==> config.mk <==
export PLATFORM = sky130hd
export DESIGN_NAME = nanosoc_arbiter_rr_dmem_flat
export DESIGN_NICKNAME = d
export VERILOG_FILES = /design/src/rtl/nanosoc_ahb_pkg.sv /design/src/rtl/nanosoc_arbiter_rr_dmem_if.sv /design/src/rtl/nanosoc_arb_burst_tracker.sv /design/src/rtl/nanosoc_arbiter_rr_dmem.sv /design/src/flat_wrapper.sv
export SDC_FILE = /design/constraint.sdc
export NUM_CORES = 1
export LEC_CHECK = 0
export CAP_MARGIN = 20
export CORE_MARGIN = 8
export CORE_UTILIZATION = 63
export CTS_CLUSTER_SIZE = 12
export DETAILED_ROUTE_END_ITERATION = 8
export DONT_BUFFER_PORTS = 1
export GPL_ROUTABILITY_DRIVEN = 0
export PLACE_DENSITY = 0.79
export SKIP_CTS_REPAIR_TIMING = 1
export SLEW_MARGIN = 20
export SYNTH_ARGS = -nofsm -noshare
export SYNTH_HDL_FRONTEND = slang
export SYNTH_SLANG_ARGS = --single-unit
==> constraint.sdc <==
create_clock -name HCLK -period 2.68 [get_ports HCLK]
set_clock_uncertainty 0.1 [all_clocks]
set_input_delay 0.268 -clock HCLK [delete_from_list [all_inputs] [get_ports HCLK]]
set_output_delay 0.268 -clock HCLK [all_outputs]
set_load 0.005 [all_outputs]
==> src/rtl/nanosoc_ahb_pkg.sv <==
// AHB-Lite encodings shared across the nanosoc bus matrix arbiters.
package nanosoc_ahb_pkg;

    typedef enum logic [1:0] {
        TRN_IDLE   = 2'b00,
        TRN_BUSY   = 2'b01,
        TRN_NONSEQ = 2'b10,
        TRN_SEQ    = 2'b11
    } htrans_e;

    typedef enum logic [2:0] {
        BST_SINGLE = 3'd0,
        BST_INCR   = 3'd1,
        BST_WRAP4  = 3'd2,
        BST_INCR4  = 3'd3,
        BST_WRAP8  = 3'd4,
        BST_INCR8  = 3'd5,
        BST_WRAP16 = 3'd6,
        BST_INCR16 = 3'd7
    } hburst_e;

    localparam int unsigned NUM_PORTS = 4;

    // Beats remaining after the NONSEQ of a fixed-length burst; 0 for SINGLE/INCR.
    function automatic logic [3:0] burst_beats_m1(input logic [2:0] hburst);
        logic [3:0] beats;
        case (hburst_e'(hburst))
            BST_INCR16, BST_WRAP16: beats = 4'd15;
            BST_INCR8,  BST_WRAP8:  beats = 4'd7;
            BST_INCR4,  BST_WRAP4:  beats = 4'd3;
            default:                beats = 4'd0;
        endcase
        return beats;
    endfunction

endpackage

==> src/rtl/nanosoc_arbiter_rr_dmem_if.sv <==
// Output-stage side signals of the DMEM arbiter: requests, bus status in, port selection out.
interface nanosoc_arbiter_rr_dmem_if;

    logic       req_port0;
    logic       req_port1;
    logic       req_port2;
    logic       req_port3;
    logic       HREADYM;
    logic       HSELM;
    logic [1:0] HTRANSM;
    logic [2:0] HBURSTM;
    logic       HMASTLOCKM;
    logic [1:0] addr_in_port;
    logic       no_port;
    logic       starve_evt;
    logic [7:0] grant_count;

    modport master (
        output req_port0, req_port1, req_port2, req_port3,
        output HREADYM, HSELM, HTRANSM, HBURSTM, HMASTLOCKM,
        input  addr_in_port, no_port, starve_evt, grant_count
    );

    modport slave (
        input  req_port0, req_port1, req_port2, req_port3,
        input  HREADYM, HSELM, HTRANSM, HBURSTM, HMASTLOCKM,
        output addr_in_port, no_port, starve_evt, grant_count
    );

endinterface

==> src/rtl/nanosoc_arb_burst_tracker.sv <==
// Tracks fixed-length bursts on the output stage and reports whether the next cycle must hold the grant.
module nanosoc_arb_burst_tracker
    import nanosoc_ahb_pkg::*;
#(
    parameter int EARLY_TERM_MAX = 2
) (
    input  logic       HCLK,
    input  logic       HRESETn,
    input  logic       HREADYM,
    input  logic       HSELM,
    input  logic [1:0] HTRANSM,
    input  logic [2:0] HBURSTM,
    output logic       next_hold
);

    localparam int ET_W = (EARLY_TERM_MAX < 1) ? 1 : $clog2(EARLY_TERM_MAX + 1);

    logic [3:0]      burst_cnt;
    logic [3:0]      next_cnt;
    logic            burst_hold;
    logic [ET_W-1:0] et_cnt;
    logic [ET_W-1:0] next_et;
    htrans_e         trans;

    assign trans = htrans_e'(HTRANSM);

    always_comb begin
        next_cnt  = burst_cnt;
        next_hold = burst_hold;
        if (!HSELM) begin
            next_cnt  = '0;
            next_hold = 1'b0;
        end else begin
            case (trans)
                TRN_IDLE: begin
                    next_cnt  = '0;
                    next_hold = 1'b0;
                end
                TRN_BUSY: begin
                    next_cnt  = burst_cnt;
                    next_hold = burst_hold;
                end
                TRN_NONSEQ: begin
                    // A master that keeps abandoning bursts loses its right to hold the port.
                    if (burst_hold && (et_cnt == ET_W'(EARLY_TERM_MAX))) begin
                        next_cnt  = '0;
                        next_hold = 1'b0;
                    end else begin
                        next_cnt  = burst_beats_m1(HBURSTM);
                        next_hold = (next_cnt != 4'd0);
                    end
                end
                TRN_SEQ: begin
                    next_cnt = (burst_cnt == 4'd0) ? 4'd0 : burst_cnt - 4'd1;
                    if (burst_cnt == 4'd1) next_hold = 1'b0;
                end
                default: begin
                    next_cnt  = '0;
                    next_hold = 1'b0;
                end
            endcase
        end
    end

    always_comb begin
        next_et = et_cnt;
        if (!next_hold) begin
            next_et = '0;
        end else if (HSELM && (trans == TRN_NONSEQ) && burst_hold) begin
            next_et = et_cnt + ET_W'(1);
        end
    end

    always_ff @(posedge HCLK or negedge HRESETn) begin
        if (!HRESETn) begin
            burst_cnt  <= '0;
            burst_hold <= 1'b0;
            et_cnt     <= '0;
        end else if (HREADYM) begin
            burst_cnt  <= next_cnt;
            burst_hold <= next_hold;
            et_cnt     <= next_et;
        end
    end

endmodule

==> src/rtl/nanosoc_arbiter_rr_dmem.sv <==
// Round-robin DMEM output-stage arbiter with burst/lock hold and wait-age starvation override.
module nanosoc_arbiter_rr_dmem
    import nanosoc_ahb_pkg::*;
#(
    parameter int WAIT_W         = 4,
    parameter int MAX_WAIT       = 12,
    parameter int EARLY_TERM_MAX = 2
) (
    input  logic                    HCLK,
    input  logic                    HRESETn,
    nanosoc_arbiter_rr_dmem_if.slave bus
);

    logic [3:0]        req;
    logic [3:0]        starved;
    logic              next_hold;
    logic              arb_pt;
    logic [1:0]        rr_ptr;
    logic [WAIT_W-1:0] wait_age [NUM_PORTS];

    logic [1:0] addr_q;
    logic       nop_q;
    logic       starve_q;
    logic [7:0] gcnt_q;

    logic       grant_vld;
    logic [1:0] grant_idx;
    logic       starve_win;
    logic [1:0] addr_nxt;
    logic       nop_nxt;

    assign req = {bus.req_port3, bus.req_port2, bus.req_port1, bus.req_port0};

    nanosoc_arb_burst_tracker #(
        .EARLY_TERM_MAX(EARLY_TERM_MAX)
    ) u_burst (
        .HCLK     (HCLK),
        .HRESETn  (HRESETn),
        .HREADYM  (bus.HREADYM),
        .HSELM    (bus.HSELM),
        .HTRANSM  (bus.HTRANSM),
        .HBURSTM  (bus.HBURSTM),
        .next_hold(next_hold)
    );

    // Locked sequences and unfinished bursts keep the current owner, starved or not.
    assign arb_pt = !bus.HMASTLOCKM && !next_hold;

    function automatic logic [1:0] lowest_idx(input logic [3:0] v);
        logic [1:0] idx;
        idx = 2'd0;
        for (int p = 3; p >= 0; p--) begin
            if (v[p]) idx = 2'(p);
        end
        return idx;
    endfunction

    // First requester after ptr in rotation; ptr itself is considered last.
    function automatic logic [1:0] rr_pick(input logic [3:0] r, input logic [1:0] ptr);
        logic [1:0] idx;
        logic [1:0] cand;
        idx = ptr;
        for (int k = 4; k >= 1; k--) begin
            cand = ptr + 2'(k);
            if (r[cand]) idx = cand;
        end
        return idx;
    endfunction

    always_comb begin
        for (int p = 0; p < NUM_PORTS; p++) begin
            starved[p] = req[p] && (wait_age[p] >= WAIT_W'(MAX_WAIT));
        end
    end

    always_comb begin
        grant_vld  = 1'b0;
        grant_idx  = addr_q;
        starve_win = 1'b0;
        addr_nxt   = addr_q;
        nop_nxt    = nop_q;
        if (arb_pt) begin
            if (|starved) begin
                grant_vld  = 1'b1;
                grant_idx  = lowest_idx(starved);
                starve_win = 1'b1;
            end else if (|req) begin
                grant_vld = 1'b1;
                grant_idx = rr_pick(req, rr_ptr);
            end else if (bus.HSELM && (bus.HTRANSM != TRN_IDLE)) begin
                nop_nxt = nop_q;
            end else if (bus.HSELM) begin
                nop_nxt = 1'b0;
            end else begin
                nop_nxt = 1'b1;
            end
        end
        if (grant_vld) begin
            addr_nxt = grant_idx;
            nop_nxt  = 1'b0;
        end
    end

    always_ff @(posedge HCLK or negedge HRESETn) begin
        if (!HRESETn) begin
            addr_q   <= 2'd0;
            nop_q    <= 1'b1;
            starve_q <= 1'b0;
            gcnt_q   <= 8'd0;
            rr_ptr   <= 2'd3;
            for (int p = 0; p < NUM_PORTS; p++) wait_age[p] <= '0;
        end else if (bus.HREADYM) begin
            addr_q   <= addr_nxt;
            nop_q    <= nop_nxt;
            starve_q <= starve_win;
            if (grant_vld) rr_ptr <= grant_idx;
            if (grant_vld && ((grant_idx != addr_q) || nop_q)) gcnt_q <= gcnt_q + 8'd1;
            // The port that owns the output stage after this cycle is not waiting.
            for (int p = 0; p < NUM_PORTS; p++) begin
                if (!req[p] || (!nop_nxt && (addr_nxt == 2'(p)))) begin
                    wait_age[p] <= '0;
                end else if (wait_age[p] != {WAIT_W{1'b1}}) begin
                    wait_age[p] <= wait_age[p] + WAIT_W'(1);
                end
            end
        end
    end

    assign bus.addr_in_port = addr_q;
    assign bus.no_port      = nop_q;
    assign bus.starve_evt   = starve_q;
    assign bus.grant_count  = gcnt_q;

endmodule
==> src/flat_wrapper.sv <==
// flat-port wrapper written by rule: the top's interface ports become plain ports
module nanosoc_arbiter_rr_dmem_flat import nanosoc_ahb_pkg::*;
#(
    parameter int WAIT_W         = 4,
    parameter int MAX_WAIT       = 12,
    parameter int EARLY_TERM_MAX = 2
)
  (HCLK, HRESETn, bus_req_port0, bus_req_port1, bus_req_port2, bus_req_port3, bus_HREADYM, bus_HSELM, bus_HTRANSM, bus_HBURSTM, bus_HMASTLOCKM, bus_addr_in_port, bus_no_port, bus_starve_evt, bus_grant_count);
  nanosoc_arbiter_rr_dmem_if bus_i ();
  input  logic HCLK;
  input  logic HRESETn;
  input wire logic [$bits(bus_i.req_port0)-1:0] bus_req_port0;
  input wire logic [$bits(bus_i.req_port1)-1:0] bus_req_port1;
  input wire logic [$bits(bus_i.req_port2)-1:0] bus_req_port2;
  input wire logic [$bits(bus_i.req_port3)-1:0] bus_req_port3;
  input wire logic [$bits(bus_i.HREADYM)-1:0] bus_HREADYM;
  input wire logic [$bits(bus_i.HSELM)-1:0] bus_HSELM;
  input wire logic [$bits(bus_i.HTRANSM)-1:0] bus_HTRANSM;
  input wire logic [$bits(bus_i.HBURSTM)-1:0] bus_HBURSTM;
  input wire logic [$bits(bus_i.HMASTLOCKM)-1:0] bus_HMASTLOCKM;
  output wire logic [$bits(bus_i.addr_in_port)-1:0] bus_addr_in_port;
  output wire logic [$bits(bus_i.no_port)-1:0] bus_no_port;
  output wire logic [$bits(bus_i.starve_evt)-1:0] bus_starve_evt;
  output wire logic [$bits(bus_i.grant_count)-1:0] bus_grant_count;
  assign bus_i.req_port0 = bus_req_port0;
  assign bus_i.req_port1 = bus_req_port1;
  assign bus_i.req_port2 = bus_req_port2;
  assign bus_i.req_port3 = bus_req_port3;
  assign bus_i.HREADYM = bus_HREADYM;
  assign bus_i.HSELM = bus_HSELM;
  assign bus_i.HTRANSM = bus_HTRANSM;
  assign bus_i.HBURSTM = bus_HBURSTM;
  assign bus_i.HMASTLOCKM = bus_HMASTLOCKM;
  assign bus_addr_in_port = bus_i.addr_in_port;
  assign bus_no_port = bus_i.no_port;
  assign bus_starve_evt = bus_i.starve_evt;
  assign bus_grant_count = bus_i.grant_count;
  nanosoc_arbiter_rr_dmem #(.WAIT_W(WAIT_W), .MAX_WAIT(MAX_WAIT), .EARLY_TERM_MAX(EARLY_TERM_MAX)) u_core (.HCLK(HCLK), .HRESETn(HRESETn), .bus(bus_i));
endmodule
==> flow_summary.toml, run 1 <==
[timing]
setup_viol = 0
drv_slew = 0
grt_setup_unrepaired = "no"
hold_violations = 0
setup_tns_ps = 0
fin_crit_sh = 0.930
worst_pin_slew_ps = 790
maxSlewHeadroom = 0.472
clock.fmax_mhz = 401
fin_crit_ps = 2490

[route]
drtAntennaViolNets = 0
vias = 1999
drt_iter0_markers = 142
first_pass_iters = 4
viasPerCell = 6.27
drc = 0
wirelength_um = 5110
wl_per_cell_um = 16.0

[cells_and_area]
drive_gt1_frac = 0.103
fin_nets = 290
n_antenna_cell = 0
area_delta_synth_final_pct = 7.70

[yosys]
synth-main-ff-cell = "dfrtp_1"
syn_avg_cell_area_um2 = 8.67
synth-edff-count = 0
postSynth.asyncResetShare = 1.00
synth_nets = 286
ys_seq_elements = 37
syn_area_mm2 = 0.00231
ys_types = 58
yosysWarnings = 0
syn-instance-count = 266
yosysSeqAreaShare = 0.403

[critical_path]
rr_worst_depth = 7
crit_end = "u_core.wait_age[10]"
cp-end-kind = "flop"
slowest_delay_ps = 650
r2r-start = "u_core.rr_ptr[1]"
critPathArrivalTime_ps = 2670
path_buf_inv = 1
cp_max_fo = 8
worst_path_max_delay_cell = "dfstp_2"
startpoint = "u_core.rr_ptr[1]"
r2r_slack_ps = 190
cpMostUsedCell = "a32oi_1"
worst-path-stages = 7
reg2reg_to = "u_core.wait_age[10]"
cp.required_ps = 2860
startpoint_type = "flop"
criticalPathCategory = "reg2reg"
path_cells = "nand2_1, a32oi_1, nand4_1, a32oi_1, buf_4, o21ai_1, a211oi_1"
path_delay_family = "compound AO/OA/AOI/OAI gates"

[die]
placementRows = 22
core-area_mm2 = 0.00358
start_util = 0.645
die_area_mm2 = 0.00585
num_io_pins = 26
die_x_um = 76.5
die_h_um = 76.5

[clock_network]
cts.path.max_buffers = 2
clk_latency_ps = 360
cts-buffers-inserted = 5
clockRootBuffer = "clkbuf_4"
clk_pin_slew_ps = 120
cts_tree = "yes"
h-tree-depth = 2
cts_sinks = 37

[job]
drv_cap = 0

[placed_design]
numPortBuffers = 0
place_hpwl_um = 3560

[grt]
grt_pass1_wl_um = 8490
grt_start_max_net_pins = 39
grt_antenna_before_repair = 0
grt_overflow = 0
grt_pass1_vias = 1832
grt_usage = 0.174

[worst_hold_path]
hold_class = "in2reg"

[power]
ir_worst_vdd_v = 0.000415
power.leakage_nw = 1.07
p_total_mw = 1.54
p_per_area_mw_per_mm2 = 622

[outcome]
status = "complete, no violations"
## layout make-up
| cell class | count | area, µm² |
|---|---|---|
| clock buffers | 5 | 37.5 |
| clock inverters | 3 | 46.3 |
| fillers | 282 | 1090 |
| inverters | 14 | 52.6 |
| multi-input cells | 204 | 1270 |
| flip-flops and latches | 37 | 930 |
| well taps | 48 | 60.1 |
| repair buffers | 8 | 87.6 |
## registers in the layout, indices dropped and copies added, names as in the netlist
signal,flops
u_core.u_burst.burst_hold,1
u_core.wait_age,16
u_core.bus.addr_in_port,2
u_core.u_burst.et_cnt,2
u_core.bus.no_port,1
u_core.bus.grant_count,8
u_core.u_burst.burst_cnt,4
u_core.rr_ptr,2
u_core.bus.starve_evt,1
## per-stage QoR
step | area [µm²] | hold WS (ps) | instances | worst slack, ps | util
global placement | 2320 | -126 | 304 | 305 | 0.649
global route | 2480 | 3.47 | 319 | 49.9 | 0.694
finish | 2480 | 13.9 | 319 | 189 | 0.694
CTS | 2400 | -533 | 312 | 244 | 0.672
floorplan | 2310 | -128 | 266 | 507 | -
detailed placement | 2320 | -126 | 304 | 299 | 0.649
## Yosys cell counts (4+ instances only)
| cell type | instances | area [µm²] |
|---|---|---|
| a21oi_1 | 18 | 90.1 |
| nand2_1 | 39 | 146 |
| ha_1 | 6 | 75.1 |
| nor3_1 | 5 | 25.0 |
| dfrtp_1 | 34 | 851 |
| clkbuf_1 | 5 | 18.8 |
| nand3_1 | 19 | 95.1 |
| nor2_1 | 19 | 71.3 |
| inv_1 | 14 | 52.6 |
| o22ai_1 | 5 | 31.3 |
| xor2_1 | 6 | 52.6 |
| o21ai_1 | 4 | 20.0 |
| o21ai_0 | 12 | 60.1 |
| buf_2 | 4 | 20.0 |
| and3_1 | 7 | 43.8 |
## cells by family (layout without fill, tap and decap cells)
kind of cell / count (synthesis) / in the layout / synth area share
XOR/XNOR: 7 / 7 / 0.0266
AND/OR/NAND/NOR: 113 / 113 / 0.247
adder cells (fa/ha/maj): 6 / 6 / 0.0325
buffers and inverters: 25 / 30 / 0.0461
multiplexers: 4 / 4 / 0.0184
flip-flops: 37 / 37 / 0.403
AO/OA/AOI/OAI: 74 / 74 / 0.226
## routing by layer
layer  up-vias  GRT usage  part of all wire
li1        979          -                 -
met1       951      0.204              0.43
met2        53      0.290              0.50
met3        16     0.0507             0.047
met4         0     0.0673             0.023
met5         -          0                 0
## power by group
| group | total [mW] | internal (mW) | switching, mW |
|---|---|---|---|
| Sequential | 0.789 | 0.657 | 0.132 |
| Clock | 0.406 | 0.197 | 0.208 |
| Combinational | 0.350 | 0.158 | 0.192 |
## cells in the final DEF, fill, tap and decap left out, types with 4 or more instances in the layout
cell           count
nand2_1           39
dfrtp_1           34
dlygate4sd3_1      6
o21ai_0           12
nor3_1             5
and3_1             7
nor2_1            19
o21ai_1            4
inv_1             14
a21oi_1           18
ha_1               6
nand3_1           19
xor2_1             6
clkbuf_4           5
o22ai_1            5
## worst min path at each step
stage / from / endpoint / slack (ps) / cells past startpoint
detailed placement: HRESETn / u_core.wait_age[13] / -130 / 0
CTS: HRESETn / u_core.wait_age[9] / -530 / 0
floorplan: HRESETn / u_core.bus.addr_in_port[0] / -130 / 0
finish: bus_HREADYM / u_core.wait_age[2] / 10 / 2
global route: bus_HREADYM / u_core.wait_age[6] / 3 / 2
global placement: HRESETn / u_core.wait_age[6] / -130 / 0
## worst register-to-register path: cells and delay by family (launching register included)
| kind | cells | cell delay [ps] |
|---|---|---|
| AOI/OAI and AO/OA | 4 | 1160 |
| DFF | 1 | 650 |
| buffers and inverters | 1 | 250 |
| and+or+nand+nor | 2 | 250 |
(Power assumes the default switching activity.)
==> run 2: changes to the inputs <==
PLACE_DENSITY = 0.8   (was 0.79)
==> run 2 against run 1 <==
Net effect: sequential power is essentially flat; register-to-register slack lost 20 ps; largest power group unchanged; hold slack lost 8.8 ps; setup slack lost 17 ps; power shrank 0.82%; sequential share of layout area is the same; die area is the same.
==> flow_summary.toml, run 2 (synthesis results as in run 1) <==
[outcome]
status = "complete, no violations"

[power]
p_seq_frac = 0.514
ir_worst_vdd_v = 0.000269
swShare = 0.339
p_sw_mw = 0.520
p_comb_frac = 0.227
internal-power_mw = 1.01
p_clk_frac = 0.259
p_per_area_mw_per_mm2 = 617
power.leakage_nw = 1.07

[route]
viasPerCell = 6.29
wl_per_cell_um = 16.3
drc = 0
drtAntennaViolNets = 0
vias = 2007
drt_iter0_markers = 193
first_pass_iters = 5
wirelength_um = 5200

[critical_path]
r2r-start = "u_core.rr_ptr[1]"
cp_max_fo = 8
critPathArrivalTime_ps = 2670
reg2reg_to = "u_core.wait_age[10]"
r2r_slack_ps = 170
criticalPathCategory = "reg2reg"
rr_worst_depth = 7
cp-end-kind = "flop"
cp.required_ps = 2840
startpoint_type = "flop"

[timing]
grt_setup_unrepaired = "no"
setup_tns_ps = 0
setup_viol = 0
fin_crit_sh = 0.936
worst_pin_slew_ps = 655
fin_crit_ps = 2510
clock.fmax_mhz = 399
hold_violations = 0
finalHoldWorstSlack_ps = 5.10
finalWorstSetupSlack_ps = 172
drv_slew = 0
maxSlewHeadroom = 0.562

[grt]
grt_antenna_before_repair = 0
grt_overflow = 0
grt_start_max_net_pins = 39
grt_usage = 0.173
grt_pass1_wl_um = 8400
grt_pass1_vias = 1874

[clock_network]
h-tree-depth = 2
clk_pin_slew_ps = 120
cts-buffers-inserted = 5
cts_tree = "yes"
clockRootBuffer = "clkbuf_4"
cts_sinks = 37
clk_latency_ps = 350
cts.path.max_buffers = 2

[worst_hold_path]
hold_end = "u_core.wait_age[3]"
hold_depth = 2
worstHoldStart = "bus_HREADYM"
hold_class = "in2reg"

[die]
placementRows = 22
die_area_mm2 = 0.00585
num_io_pins = 26
die_h_um = 76.5
start_util = 0.645
core-area_mm2 = 0.00358
die_x_um = 76.5

[placed_design]
numPortBuffers = 0
dp.cells = 304
pre_cts_ws_ps = 262
place_hpwl_um = 3500

[cells_and_area]
mostFrequentLayoutCell = "nand2_1"
fin_nets = 290
area_delta_synth_final_pct = 7.70
drive_gt1_frac = 0.103
top_register = "u_core.wait_age"
final_util = 0.694
stdcell_count = 319
most-common-layout-cells = "39 x nand2_1, 34 x dfrtp_1, 19 x nor2_1, 19 x nand3_1, 18 x a21oi_1"
n_antenna_cell = 0
largest_reg_flops = 16

[job]
drv_cap = 0
[run 2: cell counts in the layout (fill, tap and decap cells not counted)]
Identical to the previous run, type by type.
[run 2: area by class of cell]
cell class / instances / area, µm²
multi-input cells: 204 / 1270
fillers: 300 / 1090
flip-flops and latches: 37 / 930
repair buffers: 8 / 87.6
well taps: 48 / 60.1
inverters: 14 / 52.6
clock inverters: 3 / 46.3
clock buffers: 5 / 37.5
[run 2: worst max-delay path by stage]
stage	startpoint	end	slack (ps)	cells after the start
final	u_core.rr_ptr[1]	u_core.wait_age[10]	170	7
after global routing	u_core.rr_ptr[1]	u_core.wait_age[10]	10	7
after CTS	u_core.u_burst.et_cnt[0]	u_core.wait_age[10]	240	9
after detailed placement	u_core.u_burst.et_cnt[0]	u_core.wait_age[10]	260	9
after global placement	u_core.u_burst.et_cnt[0]	u_core.wait_age[10]	300	9
after floorplan	u_core.rr_ptr[1]	u_core.bus.grant_count[1]	510	7
[run 2: worst max-delay path: stages, from the launching register on]
cell and delay, ps:
dfstp_2 640, nand2_1 80, a32oi_1 270, nand4_1 170
a32oi_1 540, buf_4 250, o21ai_1 110, a211oi_1 260
[run 2: power groups by stage]
stage | clock, mW | combinational [mW] | sequential, mW
6_report | 0.397 | 0.348 | 0.788
5_1_grt | 0.431 | 0.395 | 0.805
4_1_cts | 0.413 | 0.322 | 0.789
3_5_place_dp | 0 | 0.320 | 0.800
3_3_place_gp | 0 | 0.307 | 0.796
2_1_floorplan | 0 | 0.291 | 0.759
[run 2: metrics by stage]
| step | total power [mW] | area [µm²] |
|---|---|---|
| floorplan | 1.05 | 2310 |
| global placement | 1.10 | 2320 |
| detailed placement | 1.12 | 2320 |
| CTS | 1.52 | 2400 |
| global route | 1.63 | 2480 |
| finish | 1.53 | 2480 |
[run 2: layer usage]
metal | share of wire | vias up | GRT usage
li1 | - | 977 | -
met1 | 0.41 | 952 | 0.194
met2 | 0.51 | 59 | 0.291
met3 | 0.050 | 19 | 0.0507
met4 | 0.028 | 0 | 0.0846
met5 | 0 | - | 0
